**src/rtl/matrix_mul_pkg.sv**
```systemverilog
// matrix_mul_pkg
//   Shared definitions for the matrix multiplier buffer handshake blocks.
//   Holds the default word width and the issuer state encoding.
//   No ports (package).
package matrix_mul_pkg;

    localparam int DEFAULT_N = 32;

    typedef enum logic [1:0] {
        ST_IDLE   = 2'd0,
        ST_ISSUE  = 2'd1,
        ST_WAIT   = 2'd2,
        ST_FINISH = 2'd3
    } state_t;

endpackage

```
**src/rtl/buffer_issuer_if.sv**
```systemverilog
// buffer_issuer_if
//   Bundles the request side (start/load_data/count), the downstream
//   do/done capture handshake and the status outputs of buffer_issuer.
//   The capture strobe is named do_strobe because "do" is a reserved word.
//   Signals:
//     start       - single-cycle burst request
//     load_data   - DEPTH packed words, word i at [i*N +: N]
//     count       - words to send in the burst
//     done_in     - acknowledge from the downstream buffer
//     d_out       - word being issued
//     do_strobe   - single-cycle capture strobe
//     busy        - burst in progress
//     finished    - single-cycle end-of-burst pulse
//     timeout_err - sticky abort flag
//     sent_cnt    - words acknowledged in the current/last burst
//   Modports: master = issuer side, slave = requester/downstream side.
interface buffer_issuer_if
    import matrix_mul_pkg::*;
#(
    parameter int N     = DEFAULT_N,
    parameter int DEPTH = 4
);
    localparam int CW = $clog2(DEPTH + 1);

    logic               start;
    logic [DEPTH*N-1:0] load_data;
    logic [CW-1:0]      count;
    logic               done_in;
    logic [N-1:0]       d_out;
    logic               do_strobe;
    logic               busy;
    logic               finished;
    logic               timeout_err;
    logic [CW-1:0]      sent_cnt;

    modport master (
        input  start, load_data, count, done_in,
        output d_out, do_strobe, busy, finished, timeout_err, sent_cnt
    );

    modport slave (
        output start, load_data, count, done_in,
        input  d_out, do_strobe, busy, finished, timeout_err, sent_cnt
    );

endinterface

```
**src/rtl/buffer_issuer.sv**
```systemverilog
// buffer_issuer
//   Captures a block of up to DEPTH words on start and issues them one at a
//   time to a downstream capture buffer, pulsing do_strobe with the word on
//   d_out and waiting for done_in before moving to the next word. A word that
//   is not acknowledged within TIMEOUT cycles of its strobe aborts the burst.
//   Ports:
//     clk   - rising-edge clock
//     reset - asynchronous, active-low reset
//     bus   - buffer_issuer_if.master (request, handshake and status signals)
//   All outputs are registered so d_out and do_strobe change together.
module buffer_issuer
    import matrix_mul_pkg::*;
#(
    parameter int N       = DEFAULT_N,
    parameter int DEPTH   = 4,
    parameter int TIMEOUT = 8
) (
    input  logic            clk,
    input  logic            reset,
    buffer_issuer_if.master bus
);

    localparam int            CW         = $clog2(DEPTH + 1);
    localparam int            TW         = $clog2(TIMEOUT);
    localparam logic [CW-1:0] DEPTH_CNT  = CW'(DEPTH);
    // The timer starts at 0 in the first WAIT cycle, so the abort decision is
    // taken on the cycle whose increment would bring it to TIMEOUT-1; this puts
    // finished exactly TIMEOUT cycles after the unanswered strobe.
    localparam logic [TW-1:0] TIMER_LAST = TW'(TIMEOUT - 2);

    state_t             state, state_d;
    logic [DEPTH*N-1:0] data_q, data_d;
    logic [CW-1:0]      count_q, count_d;
    logic [CW-1:0]      sent_q, sent_d;
    logic [CW-1:0]      sent_inc;
    logic [CW-1:0]      count_clamped;
    logic [TW-1:0]      timer_q, timer_d;
    logic [N-1:0]       d_out_q, d_out_d;
    logic               do_q, do_d;
    logic               busy_q, busy_d;
    logic               fin_q, fin_d;
    logic               terr_q, terr_d;

    assign count_clamped = (bus.count > DEPTH_CNT) ? DEPTH_CNT : bus.count;
    assign sent_inc      = sent_q + CW'(1);

    // Next-state logic: done_in is checked before timer expiry so a late
    // acknowledge arriving on the expiry cycle still counts.
    always_comb begin
        state_d = state;
        case (state)
            ST_IDLE: begin
                if (bus.start) begin
                    state_d = (count_clamped == '0) ? ST_FINISH : ST_ISSUE;
                end
            end
            ST_ISSUE: state_d = ST_WAIT;
            ST_WAIT: begin
                if (bus.done_in) begin
                    state_d = (sent_inc == count_q) ? ST_FINISH : ST_ISSUE;
                end else if (timer_q == TIMER_LAST) begin
                    state_d = ST_FINISH;
                end
            end
            ST_FINISH: state_d = ST_IDLE;
            default:   state_d = ST_IDLE;
        endcase
    end

    // Datapath and output next-values. Outputs are derived from the next
    // state so they are registered alongside it; the word for an upcoming
    // ISSUE is selected with the progress count it will be issued under.
    always_comb begin
        data_d  = data_q;
        count_d = count_q;
        sent_d  = sent_q;
        timer_d = timer_q;
        terr_d  = terr_q;
        d_out_d = d_out_q;
        case (state)
            ST_IDLE: begin
                if (bus.start) begin
                    data_d  = bus.load_data;
                    count_d = count_clamped;
                    sent_d  = '0;
                    terr_d  = 1'b0;
                end
            end
            ST_ISSUE: timer_d = '0;
            ST_WAIT: begin
                if (bus.done_in) begin
                    sent_d = sent_inc;
                end else if (timer_q == TIMER_LAST) begin
                    terr_d = 1'b1;
                end else begin
                    timer_d = timer_q + TW'(1);
                end
            end
            default: ;
        endcase
        if (state_d == ST_ISSUE) begin
            d_out_d = data_d[int'(sent_d)*N +: N];
        end
        do_d   = (state_d == ST_ISSUE);
        busy_d = (state_d != ST_IDLE);
        fin_d  = (state_d == ST_FINISH);
    end

    // State and register bank; reset clears everything immediately so a
    // burst interrupted by reset produces no partial finished pulse.
    always_ff @(posedge clk or negedge reset) begin
        if (!reset) begin
            state   <= ST_IDLE;
            data_q  <= '0;
            count_q <= '0;
            sent_q  <= '0;
            timer_q <= '0;
            terr_q  <= 1'b0;
            d_out_q <= '0;
            do_q    <= 1'b0;
            busy_q  <= 1'b0;
            fin_q   <= 1'b0;
        end else begin
            state   <= state_d;
            data_q  <= data_d;
            count_q <= count_d;
            sent_q  <= sent_d;
            timer_q <= timer_d;
            terr_q  <= terr_d;
            d_out_q <= d_out_d;
            do_q    <= do_d;
            busy_q  <= busy_d;
            fin_q   <= fin_d;
        end
    end

    assign bus.d_out       = d_out_q;
    assign bus.do_strobe   = do_q;
    assign bus.busy        = busy_q;
    assign bus.finished    = fin_q;
    assign bus.timeout_err = terr_q;
    assign bus.sent_cnt    = sent_q;

endmodule

```
**src/flat_wrapper.sv**
```systemverilog
// flat-port wrapper written by rule: the top's interface ports become plain ports
module buffer_issuer_flat import matrix_mul_pkg::*;
#(
    parameter int N       = DEFAULT_N,
    parameter int DEPTH   = 4,
    parameter int TIMEOUT = 8
)
  (clk, reset, bus_start, bus_load_data, bus_count, bus_done_in, bus_d_out, bus_do_strobe, bus_busy, bus_finished, bus_timeout_err, bus_sent_cnt);
  buffer_issuer_if #(.N(N), .DEPTH(DEPTH)) bus_i ();
  input  logic clk;
  input  logic reset;
  input wire logic [$bits(bus_i.start)-1:0] bus_start;
  input wire logic [$bits(bus_i.load_data)-1:0] bus_load_data;
  input wire logic [$bits(bus_i.count)-1:0] bus_count;
  input wire logic [$bits(bus_i.done_in)-1:0] bus_done_in;
  output wire logic [$bits(bus_i.d_out)-1:0] bus_d_out;
  output wire logic [$bits(bus_i.do_strobe)-1:0] bus_do_strobe;
  output wire logic [$bits(bus_i.busy)-1:0] bus_busy;
  output wire logic [$bits(bus_i.finished)-1:0] bus_finished;
  output wire logic [$bits(bus_i.timeout_err)-1:0] bus_timeout_err;
  output wire logic [$bits(bus_i.sent_cnt)-1:0] bus_sent_cnt;
  assign bus_i.start = bus_start;
  assign bus_i.load_data = bus_load_data;
  assign bus_i.count = bus_count;
  assign bus_i.done_in = bus_done_in;
  assign bus_d_out = bus_i.d_out;
  assign bus_do_strobe = bus_i.do_strobe;
  assign bus_busy = bus_i.busy;
  assign bus_finished = bus_i.finished;
  assign bus_timeout_err = bus_i.timeout_err;
  assign bus_sent_cnt = bus_i.sent_cnt;
  buffer_issuer #(.N(N), .DEPTH(DEPTH), .TIMEOUT(TIMEOUT)) u_core (.clk(clk), .reset(reset), .bus(bus_i));
endmodule
```
**config.mk**
```make
export PLATFORM = sky130hd
export DESIGN_NAME = buffer_issuer_flat
export DESIGN_NICKNAME = d
export VERILOG_FILES = /design/src/rtl/matrix_mul_pkg.sv /design/src/rtl/buffer_issuer_if.sv /design/src/rtl/buffer_issuer.sv /design/src/flat_wrapper.sv
export SDC_FILE = /design/constraint.sdc
export NUM_CORES = 1
export LEC_CHECK = 0
export ABC_AREA = 1
export BUFFER_PORTS_ARGS = -buffer_cell sky130_fd_sc_hd__buf_2
export CAP_MARGIN = 10
export CORE_UTILIZATION = 59
export DETAILED_ROUTE_END_ITERATION = 10
export PLACE_DENSITY_LB_ADDON = 0.08
export SETUP_SLACK_MARGIN = 0.4
export SLEW_MARGIN = 20
export SYNTH_ARGS = -nofsm -noshare
export SYNTH_HDL_FRONTEND = slang
export SYNTH_SLANG_ARGS = --single-unit
```
**constraint.sdc**
```tcl
create_clock -name clk -period 4.2 [get_ports clk]
set_clock_uncertainty 0.15 [all_clocks]
set_input_delay 0.42 -clock clk [delete_from_list [all_inputs] [get_ports clk]]
set_output_delay 0.42 -clock clk [all_outputs]
set_load 0.03 [all_outputs]
```
==> run_results.csv <==
group,metric,value,unit
global_route,grt_usage,0.3173,
sta,fin_crit_sh,0.7227,
sta,worstMarginPinSlew,0.8927,ns
synthesis,syn_area,7955,sq um
synthesis,yosysWarnings,0,
sta,maxSlewHeadroom,0.4034,
detailed_routing,vias_per_cell,5.415,
sta,rsz0062_at_grt,"no",
synthesis,synth-xor-area-share,0.001101,
critical_path,critPathMaxFanout,53,
critical_path,crit_chain,"nor2_4 > nand2_4 > clkinv_2 > buf_4 > nand2_1 > o21ai_1 > nand2_1 > nand3_1 > nand2_1 > nand2_1 > nand2_1",
synthesis,synth.distinct_cells,29,
detailed_routing,drt_iter0_drc,663,
global_route,grt_pass1_wl,34250,um
finish,drive_above_1_share,0.2024,
detailed_routing,routed-via-count,7158,
global_route,grt_antenna_before_repair,0,
synthesis,synth_common_cells,"496 x nand2_1, 198 x nand3_1, 175 x dfrtp_1",
die,die_x,118.1,um
critical_path,crit_path_end_kind,"register",
critical_path,worstPathArrival,3.25,ns
cts,clkLatencyLatePin,0.43,ns
die,core_area,13190,sq um
sta,setup_tns,0,ns
power,ir_worst_vdd,0.0004370,V
synthesis,synth-compound-area-share,0.01132,
global_route,grt_max_degree,96,
synthesis,async_flop_share,1.000,
detailed_routing,ant_nets,0,
sta,min_period,3.035,ns
synthesis,synthTopCellsByArea,"dfrtp_1 55%, nand2_1 23%, nand3_1 12%",
critical_path,slowest_delay,0.74,ns
detailed_routing,first_pass_iters,5,
die,rows,42,
global_route,grt_pass1_vias,6794,
place,port_buffers,173,
detailed_routing,wl_per_cell,15.63,um
critical_path,cp-start-kind,"register",
finish,fillCellCount,1077,
sta,hold_violations,0,
finish,area_delta_synth_final,18.95,%
power,total_power,7.833,mW
die,start_util,0.6031,
die,die_area,13950,sq um
synthesis,yosysMostFrequentCell,"nand2_1",
critical_path,cpMaxStageDelayCell,"clkinv_2",
cts,cts_setup_buffers,0,
cts,htreeDepth,4,
synthesis,ys_ff_latch,175,
critical_path,crit_required,4.42,ns
cts,cts_buffer_depth,2,
place,hpwl,12740,um
cts,cts_sinks,175,
synthesis,postSynthAreaPerCell,8.011,sq um
finish,multi_input_area,3117,sq um
cts,clk_pin_slew,0.06,ns
detailed_routing,route.detailed.drc,0,
critical_path,ff2ff_setup_slack,1.16,ns
synthesis,synth_edf_count,0,
synthesis,syn_nets,1131,
synthesis,yosysTopAreaCell,"dfrtp_1",
synthesis,muxShareOfSynthArea,0,
critical_path,crit_type,"reg -> reg",
power,power.density,827.8,nW/um^2
sta,report.final.slew_viol_count,0,
power,p_leak,5.227,nW
die,boundaryPins,174,
synthesis,synthesis.instances,993,
cts,cts_root_buffer,"clkbuf_16",
finish,n_antenna_cell,0,
flow_run,maxCapViolations,0,
synthesis,synth_top_family_by_area,"simple AND/OR/NAND/NOR gates",
sta,setup_viol,0,
place,place_congestion,0.8021,
cts,cts_made_buffers,17,
cts,cts_tree,"done",
synthesis,synth-adder-area-share,0.004718,
die,fp.dieH,118.1,um
global_route,gr-total-overflow,0,
sta,fin_ws,1.165,ns
synthesis,synthSimpleGateAreaFrac,0.3721,
detailed_routing,postRouteWirelength,20660,um
synthesis,yosysSeqAreaShare,0.5505,
synthesis,synth_ff_type,"dfrtp_1",
synthesis,synth_top_area_share,0.5505,
finish,regArea,4379,sq um
run_status,status,"finished clean",
cts,ctsResizeCount,0,
worst_hold_path,hold_class,"in -> reg",
finish,fin_nets,1271,
place,post-place-ws,1.202,ns
critical_path,crit_top_cell,"nand2_1",
sta,max_freq,0.3295,GHz
==> what timing repair did <==
action | in CTS | in global routing
hold endpoints to repair | 94 | 0
hold buffers | 1 | 0
setup endpoints to repair | 0 | 0
==> registers in the layout, summed over array words and instances (netlist names) <==
register	cells
u_core.bus.do_strobe	1
u_core.bus.d_out	32
u_core.bus.busy	1
u_core.bus.sent_cnt	3
u_core.count_q	3
u_core.bus.timeout_err	1
u_core.timer_q	3
u_core.bus.finished	1
u_core.data_q	128
u_core.state	2
==> kinds of logic (layout without fill, tap and decap cells) <==
kind of cell	count (synthesis)	after routing
buf+inv	91	244
xor+xnor	1	1
simple gates	708	708
fa+ha+maj	3	3
compound gates	15	15
flops	175	175
==> routing by layer <==
layer,wire length [um],global-route usage
met1,9013,0.4422
met2,9809,0.4989
met3,1383,0.05911
met4,452,0.1162
met5,0,0
==> final timing paths <==
check                                           startpoint                          endpoint  depth (start not counted)
max in group asynchronous                            reset      u_core.data_q[113]$_DFF_PN0_                          3
worst min register to register  u_core.data_q[0]$_DFF_PN0_        u_core.data_q[0]$_DFF_PN0_                          2
worst max register to register   u_core.state[1]$_DFF_PN0_  u_core.bus.d_out[30]$_DFFE_PN0N_                         11
min in group asynchronous                            reset     u_core.timer_q[0]$_DFFE_PN0P_                          2
worst max-delay path             u_core.state[1]$_DFF_PN0_  u_core.bus.d_out[30]$_DFFE_PN0N_                         11
worst min-delay path                     bus_load_data[98]       u_core.data_q[98]$_DFF_PN0_                          3
==> critical path: cells and delay by family (launching register included) <==
family | cells | cell delay [ns]
buffers and inverters | 2 | 1.22
AND/OR/NAND/NOR | 8 | 1.02
flip-flops | 1 | 0.47
AO/OA/AOI/OAI | 1 | 0.10
==> cell type report <==
cell class / instances / share of cell area
sequential: 175 / 0.4628
inverter: 27 / 0.01084
timing repair buffer: 185 / 0.1046
clock buffer: 18 / 0.04641
clock inverter: 14 / 0.02274
tap: 176 / 0.02327
multi-input combinational: 727 / 0.3294
==> power by group <==
| group | internal, mW | total [mW] | switching [mW] |
|---|---|---|---|
| sequential | 2.46 | 2.75 | 0.291 |
| clock | 1.07 | 1.73 | 0.656 |
| combinational | 1.02 | 3.36 | 2.34 |
| total | 4.54 | 7.83 | 3.29 |
==> through the flow <==
| step | instances | util | area (sq um) | hold slack, ns |
|---|---|---|---|---|
| CTS | 1322 | 0.7174 | 9463 | 0.04851 |
| finish | 1322 | 0.7174 | 9463 | 0.05524 |
| detailed placement | 1289 | 0.6670 | 8798 | 0.3055 |
| floorplan | 993 | - | 7955 | -0.02559 |
| global placement | 1289 | 0.6670 | 8798 | 0.2998 |
| global route | 1322 | 0.7174 | 9463 | 0.06528 |
==> cells in the final DEF (no fill, tap or decap), types with 3 or more instances in the layout <==
| cell | count |
|---|---|
| clkbuf_16 | 17 |
| inv_1 | 23 |
| ha_1 | 3 |
| nand2_1 | 495 |
| clkinvlp_4 | 5 |
| clkinv_2 | 3 |
| nand3_1 | 197 |
| o22ai_1 | 3 |
| bufinv_16 | 5 |
| inv_2 | 3 |
| buf_2 | 172 |
| buf_4 | 9 |
| nor2_1 | 3 |
| dfrtp_1 | 175 |
| o21ai_0 | 6 |
(Power assumes the default switching activity.)
